<file path="src/rtl/pipelined_ripple_subtractor.sv">
// Pipelined ripple-borrow subtractor: D = A - B - bin, split into STAGES chunks
// with a register after each chunk, plus input and output registers.
module pipelined_ripple_subtractor #(
  parameter int unsigned WIDTH  = 4,
  parameter int unsigned STAGES = 2
) (
  input  logic             clk,
  input  logic             rst,
  input  logic             in_valid,
  input  logic [WIDTH-1:0] A,
  input  logic [WIDTH-1:0] B,
  input  logic             bin,
  output logic             out_valid,
  output logic [WIDTH-1:0] D,
  output logic             bout,
  output logic             V
);

  localparam int unsigned CW  = WIDTH / STAGES;
  localparam int unsigned NS  = STAGES + 1;
  localparam int unsigned MSB = WIDTH - 1;

  generate
    if ((STAGES == 0) || ((WIDTH % STAGES) != 0)) begin : g_bad_cfg
      $error("pipelined_ripple_subtractor: WIDTH must be a multiple of STAGES");
    end
  endgenerate

  // Stage s holds operands, partial difference and borrow after s chunks.
  logic [WIDTH-1:0] a_q   [NS];
  logic [WIDTH-1:0] a_d   [NS];
  logic [WIDTH-1:0] b_q   [NS];
  logic [WIDTH-1:0] b_d   [NS];
  logic [WIDTH-1:0] dif_q [NS];
  logic [WIDTH-1:0] dif_d [NS];
  logic             br_q  [NS];
  logic             br_d  [NS];
  logic             vld_q [NS];
  logic             vld_d [NS];

  logic [WIDTH-1:0] dif_tmp;
  logic             br_tmp;
  logic             a_bit;
  logic             b_bit;

  // Input capture plus one ripple-borrow chunk per pipeline step.
  always_comb begin
    dif_tmp = '0;
    br_tmp  = 1'b0;
    a_bit   = 1'b0;
    b_bit   = 1'b0;
    a_d[0]   = A;
    b_d[0]   = B;
    dif_d[0] = '0;
    br_d[0]  = bin;
    vld_d[0] = in_valid;
    for (int k = 0; k < int'(STAGES); k++) begin
      dif_tmp = dif_q[k];
      br_tmp  = br_q[k];
      for (int i = 0; i < int'(CW); i++) begin
        a_bit = a_q[k][k*int'(CW) + i];
        b_bit = b_q[k][k*int'(CW) + i];
        dif_tmp[k*int'(CW) + i] = a_bit ^ b_bit ^ br_tmp;
        br_tmp = (~a_bit & b_bit) | (~(a_bit ^ b_bit) & br_tmp);
      end
      a_d[k+1]   = a_q[k];
      b_d[k+1]   = b_q[k];
      dif_d[k+1] = dif_tmp;
      br_d[k+1]  = br_tmp;
      vld_d[k+1] = vld_q[k];
    end
  end

  always_ff @(posedge clk) begin
    if (rst) begin
      for (int s = 0; s < int'(NS); s++) begin
        a_q[s]   <= '0;
        b_q[s]   <= '0;
        dif_q[s] <= '0;
        br_q[s]  <= 1'b0;
        vld_q[s] <= 1'b0;
      end
      out_valid <= 1'b0;
      D         <= '0;
      bout      <= 1'b0;
      V         <= 1'b0;
    end else begin
      for (int s = 0; s < int'(NS); s++) begin
        a_q[s]   <= a_d[s];
        b_q[s]   <= b_d[s];
        dif_q[s] <= dif_d[s];
        br_q[s]  <= br_d[s];
        vld_q[s] <= vld_d[s];
      end
      out_valid <= vld_q[STAGES];
      // Result registers only move for real operations; bubbles leave them alone.
      if (vld_q[STAGES]) begin
        D    <= dif_q[STAGES];
        bout <= br_q[STAGES];
        V    <= (a_q[STAGES][MSB] ^ b_q[STAGES][MSB]) &
                (dif_q[STAGES][MSB] ^ a_q[STAGES][MSB]);
      end
    end
  end

endmodule

</file>
<file path="config.mk">
export PLATFORM = sky130hd
export DESIGN_NAME = pipelined_ripple_subtractor
export DESIGN_NICKNAME = d
export VERILOG_FILES = /design/src/rtl/pipelined_ripple_subtractor.sv
export SDC_FILE = /design/constraint.sdc
export NUM_CORES = 1
export LEC_CHECK = 0
export BUFFER_PORTS_ARGS = -buffer_cell sky130_fd_sc_hd__buf_4
export CAP_MARGIN = 20
export CORE_UTILIZATION = 46
export DETAILED_ROUTE_END_ITERATION = 8
export GPL_ROUTABILITY_DRIVEN = 0
export GPL_TIMING_DRIVEN = 1
export PLACE_DENSITY = 0.71
export SLEW_MARGIN = 30
export SYNTH_ARGS = -nofsm -noshare
export SYNTH_HDL_FRONTEND = slang
export SYNTH_SLANG_ARGS = --single-unit
</file>
<file path="constraint.sdc">
create_clock -name clk -period 1.35 [get_ports clk]
set_input_delay 0.27 -clock clk [delete_from_list [all_inputs] [get_ports clk]]
set_output_delay 0.27 -clock clk [all_outputs]
set_load 0.01 [all_outputs]
</file>
# After elaboration in Yosys (flattened, before gate mapping)

Memory sizes are Yosys's and may differ from the RTL's. A register that Yosys moved wholly into a read port is not among the register bits.
Index checks and enable logic that the tools add are counted.

Flip-flop bits (word level): 6
Bits in writable memories: 42
Input bits: 12
Output and inout port bits: 7
Word-level logic and storage cells: 72
Memories: 5

Memories:

| name  | depth | bits a word | read ports | clocked after memory_dff | write ports | RTL line | source |
|---|---|---|---|---|---|---|---|
| a_q   | 3     | 4           | 3          | 0                        | 3           | 30       | `logic [WIDTH-1:0] a_q [NS];` |
| b_q   | 3     | 4           | 3          | 0                        | 3           | 32       | `logic [WIDTH-1:0] b_q [NS];` |
| dif_q | 3     | 4           | 3          | 0                        | 3           | 34       | `logic [WIDTH-1:0] dif_q [NS];` |
| br_q  | 3     | 1           | 3          | 1                        | 3           | 36       | `logic br_q [NS];` |
| vld_q | 3     | 1           | 3          | 0                        | 3           | 38       | `logic vld_q [NS];` |

Muxes and demuxes: 18
Bitwise logic cells: 46

Operator list:

| cell              | number |
|---|---|
| 2-to-1 mux 4 bit  | 9 |
| OR 1 bit          | 19 |
| bitwise XOR 1 bit | 10 |
| AND 1 bit         | 9 |
| 2-to-1 mux 1 bit  | 9 |
| inverter 1 bit    | 8 |

# Longest topological paths before layout

Gate-level depths: netlist of run 1.
An unclocked memory read counts as a cell.

Word-level depth: 8
Gate-level depth with buffers: 5
Mapped depth without buffers: 5

# Worst setup path after synthesis of run 1

Ideal clock, no wire load.

Kind: register to register
Start point: mem a_q[1][2], in the netlist a_q[0][6]
End point: mem dif_q[2][3], in the netlist dif_q[0][11]
Library setup time: 128 ps
Data arrival time: 1,306 ps
Required time: 1,222 ps
Setup slack: -84 ps
Cell stages (with the launch flop): 6
Buffers on the path: 0
Clock period less this slack: 1,434 ps
Path through: dfxtp_1 inv_1 fa_1 inv_1 fa_1 nor2b_1

RTL lines:

| what            | RTL line |
|---|---|
| start, declared | 30 |
| end, declared   | 34 |

==> results.toml, run 1 <==
[setup_path]
cp-end-kind = "flop"
cp_data_required_time_ns = 1.54
slowest_stage = "fa_1"
slowest_delay_ns = 0.39
cp.arrival_ns = 1.59
rrSetupSlack_ns = -0.05
worstRegToRegCells = 4
critPathKind = "reg2reg"
worstPathCellList = "fa_2 -> inv_2 -> fa_1 -> nor2b_1"
crit-reg2reg-launch = "br_q[1]"
worst_r2r_endpoint = "dif_q[0][11]"
crit_fanout = 1
cp-start-kind = "flop"

[clock_tree]
cts_tree = "yes"
clkLatencyLatePin_ns = 0.30
clock-sinks = 33
h-tree-depth = 2
cts_root_buf = "clkbuf_4"
numCtsBuffers = 5
cts.path.max_buffers = 2
clk_pin_slew_worst_paths_ns = 0.08
post_cts_buffers = 0

[global_routing]
grt_pass1_vias = 529
met1_usage_pct = 11.55
grt_pass1_wl_mm = 1.994
grt_busiest_layer = "met2"
grt_usage_pct = 11.23
grt_max_degree = 34
grt_use_met2_pct = 18.02
antenna_found_initial = 0
grt_overflow = 0
use_met3_pct = 6.481

[route]
wl_per_cell_um = 8.022
drt_drc_violations_left = 0
ant_nets = 0
totalWireLength_mm = 1.091
first_pass_iters = 2
initialDrtViolationCount = 1
viasPerCell = 4.390
vias = 597

[power_and_ir_drop]
internal-power_mw = 1.330
p_seq_share_pct = 63.0
p_leak_nw = 0.5153
switchingPower_mw = 0.3223
power_frac_comb_pct = 6.3
p_total_mw = 1.652
irDropWorstVdd_v = 0.0009311
p_per_area_mw_per_mm2 = 1315
power_frac_clock_pct = 30.7
swShare_pct = 19.51

[hold_path]
min_path_cells = 2
hold_path.class = "in2reg"
hold_end = "br_q[0]"
worstHoldStart = "bin"

[status]
violations = "negative setup slack"
status = "complete, but fails checks"

[layout]
area_growth_pct = 20.82
layoutNonFillerInstCount = 136
n_antenna_cell = 0
fin_nets = 125
drive_above_1_share_pct = 29.36
nFillCells = 179
fin_util_pct = 61.52
multiInputGateArea_sq_um = 345.3
seq_area_sq_um = 664.4

[sta]
max_freq_mhz = 714.8
hold_violations = 0
fin_ws_ns = -0.04892
worstMarginPinSlew_ns = 0.3741
finalSetupViolations = 2
holdWs_ns = 0.1704
final.min_clock_period_ns = 1.399
finalCritPeriodShare_pct = 103.6
slew_violations = 0
rsz0062_at_grt = "true"
skew_ns = 0.002699
slew_headroom_pct = 75.02

[floorplan]
core_area_sq_mm = 0.002042
die_width_um = 49.54
ioPinCount = 19
initial_core_util_pct = 50.92
die_area_sq_mm = 0.002454
row_count = 16
fp.dieH_um = 49.54

[synthesis]
yosys_warnings = 0
syn_inst = 88
synth_cell_type_count = 11
ys_ff_latch = 33
syn_area_per_cell_sq_um = 11.82
syn-num-nets = 104
syn_area_sq_mm = 0.001040
ys_seq_area_share_pct = 63.54

[placed_design]
place_inst = 129
port_buffers = 18

[run]
drv_cap = 0
## synthesized netlist by cell type (all sizes together)
| master | instances | area, sq um |
|---|---|---|
| mux2i | 5 | 50.05 |
| fa | 4 | 80.08 |
| or3b | 1 | 8.760 |
| clkbuf | 3 | 11.26 |
| buf | 1 | 5.000 |
| nor2 | 11 | 41.29 |
| nand3b | 1 | 7.510 |
| dfxtp | 33 | 660.6 |
| nor2b | 22 | 137.6 |
| a311oi | 1 | 15.01 |
| inv | 6 | 22.52 |
## kinds of logic after synthesis
kind of cell             synth area share, %
AO/OA/AOI/OAI                          1.444
adder cells (fa/ha/maj)                7.702
buffers and inverters                  3.730
flip-flops                             63.54
multiplexers                           4.814
AND/OR/NAND/NOR                        18.77
## what timing repair did
item | in CTS | in global routing
hold buffers | 0 | 0
gates resized for setup | 2 | 1
setup endpoints to repair | 2 | 2
## routing by layer
layer,up-vias,part of all wire [%]
li1,308,-
met1,269,41
met2,20,51
met3,0,8.0
met4,0,0
met5,-,0
## layout make-up
class | instances | share of cell area, %
flip-flops and latches | 33 | 52.89
clock buffers | 7 | 4.382
multi-input cells | 45 | 27.49
inverters | 6 | 1.793
repair buffers | 18 | 10.76
well taps | 27 | 2.689
## critical path, delay by kind of cell, from the launching register on
family        cells  cell delay [ns]
buf+inv           1             0.06
simple gates      1             0.13
flops             1             0.33
fa+ha+maj         2             0.76
## stage by stage
stage          setup WS [ns]  cell area [sq um]  TNS (ns)
6_report            -0.04892               1256  -0.09320
5_1_grt              -0.1003               1256   -0.1883
4_1_cts             -0.05532               1255   -0.1096
3_5_place_dp        -0.04530               1197  -0.08958
3_3_place_gp        -0.01852               1197  -0.03663
2_1_floorplan       -0.01065               1045  -0.02120
## sequential cells by signal, indices dropped and copies added, names as in the netlist
| register | flops |
|---|---|
| a_q | 7 |
| b_q | 7 |
| dif_q | 6 |
| D | 4 |
| br_q | 3 |
| vld_q | 3 |
| V | 1 |
| bout | 1 |
| out_valid | 1 |
## cells in the final DEF, fill, tap and decap left out, types with 2 or more instances in the layout
cell / count
dfxtp_2: 3
buf_4: 18
inv_2: 2
clkbuf_4: 5
mux2i_1: 5
nor2_1: 11
dfxtp_1: 30
fa_2: 2
nor2b_1: 22
fa_1: 2
inv_1: 4
## how the worst max path moves through the flow
stage                         to  startpoint  slack, ns
finish              dif_q[0][11]     br_q[1]      -0.05
global route         dif_q[0][5]     br_q[0]      -0.10
CTS                 dif_q[0][11]     br_q[1]      -0.06
floorplan           dif_q[0][11]     br_q[1]      -0.01
detailed placement  dif_q[0][11]     br_q[1]      -0.05
global placement    dif_q[0][11]     br_q[1]      -0.02
## power by group through the flow
| stage | logic [mW] | registers [mW] | clock network (mW) |
|---|---|---|---|
| after floorplan | 0.0687 | 1.06 | 0 |
| after global placement | 0.102 | 1.06 | 0 |
| after detailed placement | 0.107 | 1.06 | 0 |
| after CTS | 0.107 | 1.04 | 0.529 |
| after global routing | 0.121 | 1.05 | 0.596 |
| final | 0.104 | 1.04 | 0.507 |
Note: power is estimated with default switching activity, not from simulation.
==> run 2, diff against run 1 <==
- CTS_CLUSTER_DIAMETER: default -> 150
- REMOVE_ABC_BUFFERS: default -> 1
==> results.toml, run 2 (same netlist as run 1, synthesis figures left out) <==
[placed_design]
place_ws_ns = -0.1477
hpwl_um = 799.3
port_buffers = 18

[run]
drv_cap = 0

[global_routing]
grt_max_degree = 34
grt_overflow = 0
grt_usage_pct = 13.13
grt_pass1_wl_mm = 2.201
grt_pass1_vias = 580
antenna_found_initial = 0

[sta]
max_freq_mhz = 717.4
skew_ns = 0.007229
timing.setup.tns_ns = -0.08472
rsz0062_at_grt = "true"
slew_headroom_pct = 74.75
finalCritPeriodShare_pct = 103.3
fin_ws_ns = -0.04390
holdWs_ns = 0.1524
worstMarginPinSlew_ns = 0.3782
final.min_clock_period_ns = 1.394
hold_violations = 0
slew_violations = 0
finalSetupViolations = 2

[setup_path]
cp-start-kind = "flop"
crit_fanout = 1
worstRegToRegCells = 4
cp-end-kind = "flop"
cp.arrival_ns = 1.60
critPathKind = "reg2reg"
cp_data_required_time_ns = 1.56

[clock_tree]
post_cts_buffers = 0
clock-sinks = 33
cts.path.max_buffers = 2
h-tree-depth = 2
clkLatencyLatePin_ns = 0.32
cts_root_buf = "clkbuf_4"
numCtsBuffers = 5
clk_pin_slew_worst_paths_ns = 0.10
cts_tree = "yes"

[layout]
largestRegisters = "a_q x7, b_q x7, dif_q x6"
drive_above_1_share_pct = 30.91
nFillCells = 180
area_growth_pct = 22.26
n_antenna_cell = 0
final_common_cell = "dfxtp_1"
fin_nets = 125
final_cell_mix = "30 x dfxtp_1, 22 x nor2b_1, 18 x buf_4, 11 x nor2_1"
fin_util_pct = 62.25

[power_and_ir_drop]
switchingPower_mw = 0.3550
p_leak_nw = 0.5252
swShare_pct = 20.40
p_seq_share_pct = 59.8
p_per_area_mw_per_mm2 = 1369
internal-power_mw = 1.386
p_total_mw = 1.741
irDropWorstVdd_v = 0.0009069
power_frac_comb_pct = 6.0
power_frac_clock_pct = 34.3

[route]
first_pass_iters = 4
vias = 600
wl_per_cell_um = 8.628
totalWireLength_mm = 1.182
initialDrtViolationCount = 1
drt_drc_violations_left = 0
viasPerCell = 4.380
ant_nets = 0

[floorplan]
core_area_sq_mm = 0.002042
die_width_um = 49.54
fp.dieH_um = 49.54
row_count = 16
ioPinCount = 19
die_area_sq_mm = 0.002454
initial_core_util_pct = 50.92

[status]
status = "complete, but fails checks"
violations = "negative setup slack"

[hold_path]
hold_path.class = "in2reg"
min_path_cells = 2
## run 2: critical path, stage by stage (launching register included)
cell and delay (ns):
dfxtp_2 0.33, fa_2 0.37, inv_2 0.06, fa_1 0.39, nor2b_1 0.13
## run 2: final timing paths
path	to	startpoint	slack, ns
setup reg to reg	dif_q[0][11]	br_q[1]	-0.04
hold / removal	b_q[0][0]	B[0]	0.15
setup / recovery	dif_q[0][11]	br_q[1]	-0.04
hold reg to reg	dif_q[0][8]	dif_q[0][4]	0.44
## run 2: metrics by stage
step	area (sq um)	std cells
2_1_floorplan	1023	84
3_3_place_gp	1192	129
3_5_place_dp	1192	129
4_1_cts	1270	137
5_1_grt	1271	137
6_report	1271	137
## run 2: power by group through the flow
stage	clock network, mW	registers [mW]	logic [mW]
2_1_floorplan	0	1.06	0.0533
3_3_place_gp	0	1.06	0.0990
3_5_place_dp	0	1.06	0.104
4_1_cts	0.620	1.04	0.106
5_1_grt	0.675	1.05	0.122
6_report	0.597	1.04	0.104
## run 2: routing by layer
metal | global-route usage (%) | share of wire [%] | vias up
met1 | 10.76 | 41 | 266
met5 | 0 | 0 | -
met3 | 8.333 | 7.3 | 2
li1 | - | - | 310
met2 | 22.07 | 51 | 22
met4 | 10.00 | 1.1 | 0
## run 2: layout make-up
class	instances	area (sq um)	share of cell area [%]
timing repair buffer	18	135.1	10.63
inverter	6	22.52	1.772
clock inverter	1	5.005	0.3937
clock buffer	7	65.06	5.118
multi-input combinational	45	345.3	27.17
tap	27	33.78	2.657
sequential	33	664.4	52.26
## run 2: repair_timing
item	in CTS	in global routing
gates resized for setup	6	1
hold buffers	0	0
setup endpoints to repair	2	2
pin swaps	2	0
==> run 3, diff against run 2 <==
--- a/config.mk
+++ b/config.mk
@@ -13,4 +13,5 @@
 export GPL_ROUTABILITY_DRIVEN = 0
 export GPL_TIMING_DRIVEN = 1
+export MAX_ROUTING_LAYER = met4
 export PLACE_DENSITY = 0.71
 export REMOVE_ABC_BUFFERS = 1
==> constraint.sdc (replaced) <==
create_clock -name clk -period 1.35 [get_ports clk]
set_input_delay 0.27 -clock clk [delete_from_list [all_inputs] [get_ports clk]]
set_output_delay 0.27 -clock clk [all_outputs]
set_load 0.02 [all_outputs]
==> results.toml, run 3 (same netlist as run 1, synthesis figures left out) <==
[status]
status = "complete, but fails checks"
violations = "negative setup slack"

[placed_design]
port_buffers = 18
place_inst = 129
place_area_sq_mm = 0.001192
hpwl_um = 799.3

[setup_path]
cp-start-kind = "flop"
cp.arrival_ns = 1.60
slowest_stage = "fa_1"
cp-end-kind = "flop"
crit_fanout = 1
path_buf_inv = 1
worstPathCellList = "fa_2 -> inv_2 -> fa_1 -> nor2b_1"
cpLargestDelayFamily = "adder cells"
slowest_delay_ns = 0.39
critPathKind = "reg2reg"
cp_data_required_time_ns = 1.56

[clock_tree]
clk_pin_slew_worst_paths_ns = 0.10
clock-sinks = 33
numCtsBuffers = 5
clkLatencyLatePin_ns = 0.32
cts_tree = "yes"
h-tree-depth = 2
cts.path.max_buffers = 2
cts_root_buf = "clkbuf_4"

[power_and_ir_drop]
irDropWorstVdd_v = 0.0009072
p_per_area_mw_per_mm2 = 1372
p_leak_nw = 0.5252

[floorplan]
die_width_um = 49.54
ioPinCount = 19
row_count = 16
core_area_sq_mm = 0.002042
fp.dieH_um = 49.54
initial_core_util_pct = 50.92
die_area_sq_mm = 0.002454

[sta]
final.min_clock_period_ns = 1.393
worstMarginPinSlew_ns = 0.3788
timing.setup.tns_ns = -0.08371
max_freq_mhz = 717.9
rsz0062_at_grt = "true"
finalSetupViolations = 2
fin_ws_ns = -0.04293
hold_violations = 0
slew_violations = 0
skew_ns = 0.007164
slew_headroom_pct = 74.71
finalCritPeriodShare_pct = 103.2

[global_routing]
grt_overflow = 0
grt_usage_pct = 13.50
antenna_found_initial = 0
grt_busiest_layer = "met2"
grt_pass1_wl_mm = 2.201
grt_pass1_vias = 580
met1_usage_pct = 10.76
grt_max_degree = 34
use_met3_pct = 8.333
grt_use_met2_pct = 22.07

[layout]
fin_nets = 125
largestRegisters = "a_q x7, b_q x7, dif_q x6"
multiInputGateArea_sq_um = 345.3
seq_area_sq_um = 664.4
nFillCells = 180
drive_above_1_share_pct = 30.91
n_antenna_cell = 0
layoutNonFillerInstCount = 137
area_growth_pct = 22.26
final_cell_mix = "30 x dfxtp_1, 22 x nor2b_1, 18 x buf_4, 11 x nor2_1"
final_common_cell = "dfxtp_1"
final_cell_area_sq_mm = 0.001271

[route]
totalWireLength_mm = 1.184
drt_drc_violations_left = 0
viasPerCell = 4.365
first_pass_iters = 4
wl_per_cell_um = 8.642
vias = 598
ant_nets = 0
initialDrtViolationCount = 1

[hold_path]
hold_path.class = "in2reg"

[run]
drv_cap = 0
-- run 3: cell counts in the layout (fill, tap and decap cells not counted) --
Identical to the previous run, type by type.
-- run 3: cell type report --
cell class	instances	share of cell area, %
multi-input combinational	45	27.17
timing repair buffer	18	10.63
sequential	33	52.26
inverter	6	1.772
clock buffer	7	5.118
clock inverter	1	0.3937
tap	27	2.657
-- run 3: stage by stage --
stage                     hold WS (ns)  utilization (%)  power, mW  setup WS, ns
after detailed placement        0.4260            58.39      1.168       -0.1477
after floorplan                 0.3367                -      1.115      -0.06963
final                           0.1528            62.25      1.744      -0.04293
after global routing            0.1203            62.25      1.846       -0.1078
after CTS                       0.1382            62.19      1.770      -0.05169
after global placement          0.4179            58.39      1.162       -0.1138
-- run 3: where the power goes --
group,switching [mW],leakage [nW],internal [mW]
clock,0.296,0.0413,0.302
sequential,0.0181,0.272,1.02
combinational,0.0443,0.212,0.0619
total,0.358,0.525,1.39
-- run 3: worst paths after layout --
kind / startpoint / endpoint / slack, ns / depth (start not counted)
max: br_q[1] / dif_q[0][11] / -0.04 / 4
min: B[0] / b_q[0][0] / 0.15 / 2
max reg2reg: br_q[1] / dif_q[0][11] / -0.04 / 4
min reg2reg: dif_q[0][4] / dif_q[0][8] / 0.44 / 1
-- run 3: metal layers --
metal | share of wire, % | vias up
met3 | 7.3 | 2
met4 | 1.1 | 0
met5 | 0 | -
li1 | - | 309
met1 | 41 | 265
met2 | 51 | 22
-- run 3: timing repair --
action	in CTS	in global routing
buffers inserted	0	0
pin swaps	2	0
setup endpoints to repair	2	2
hold buffers	0	0
gates resized for setup	6	1
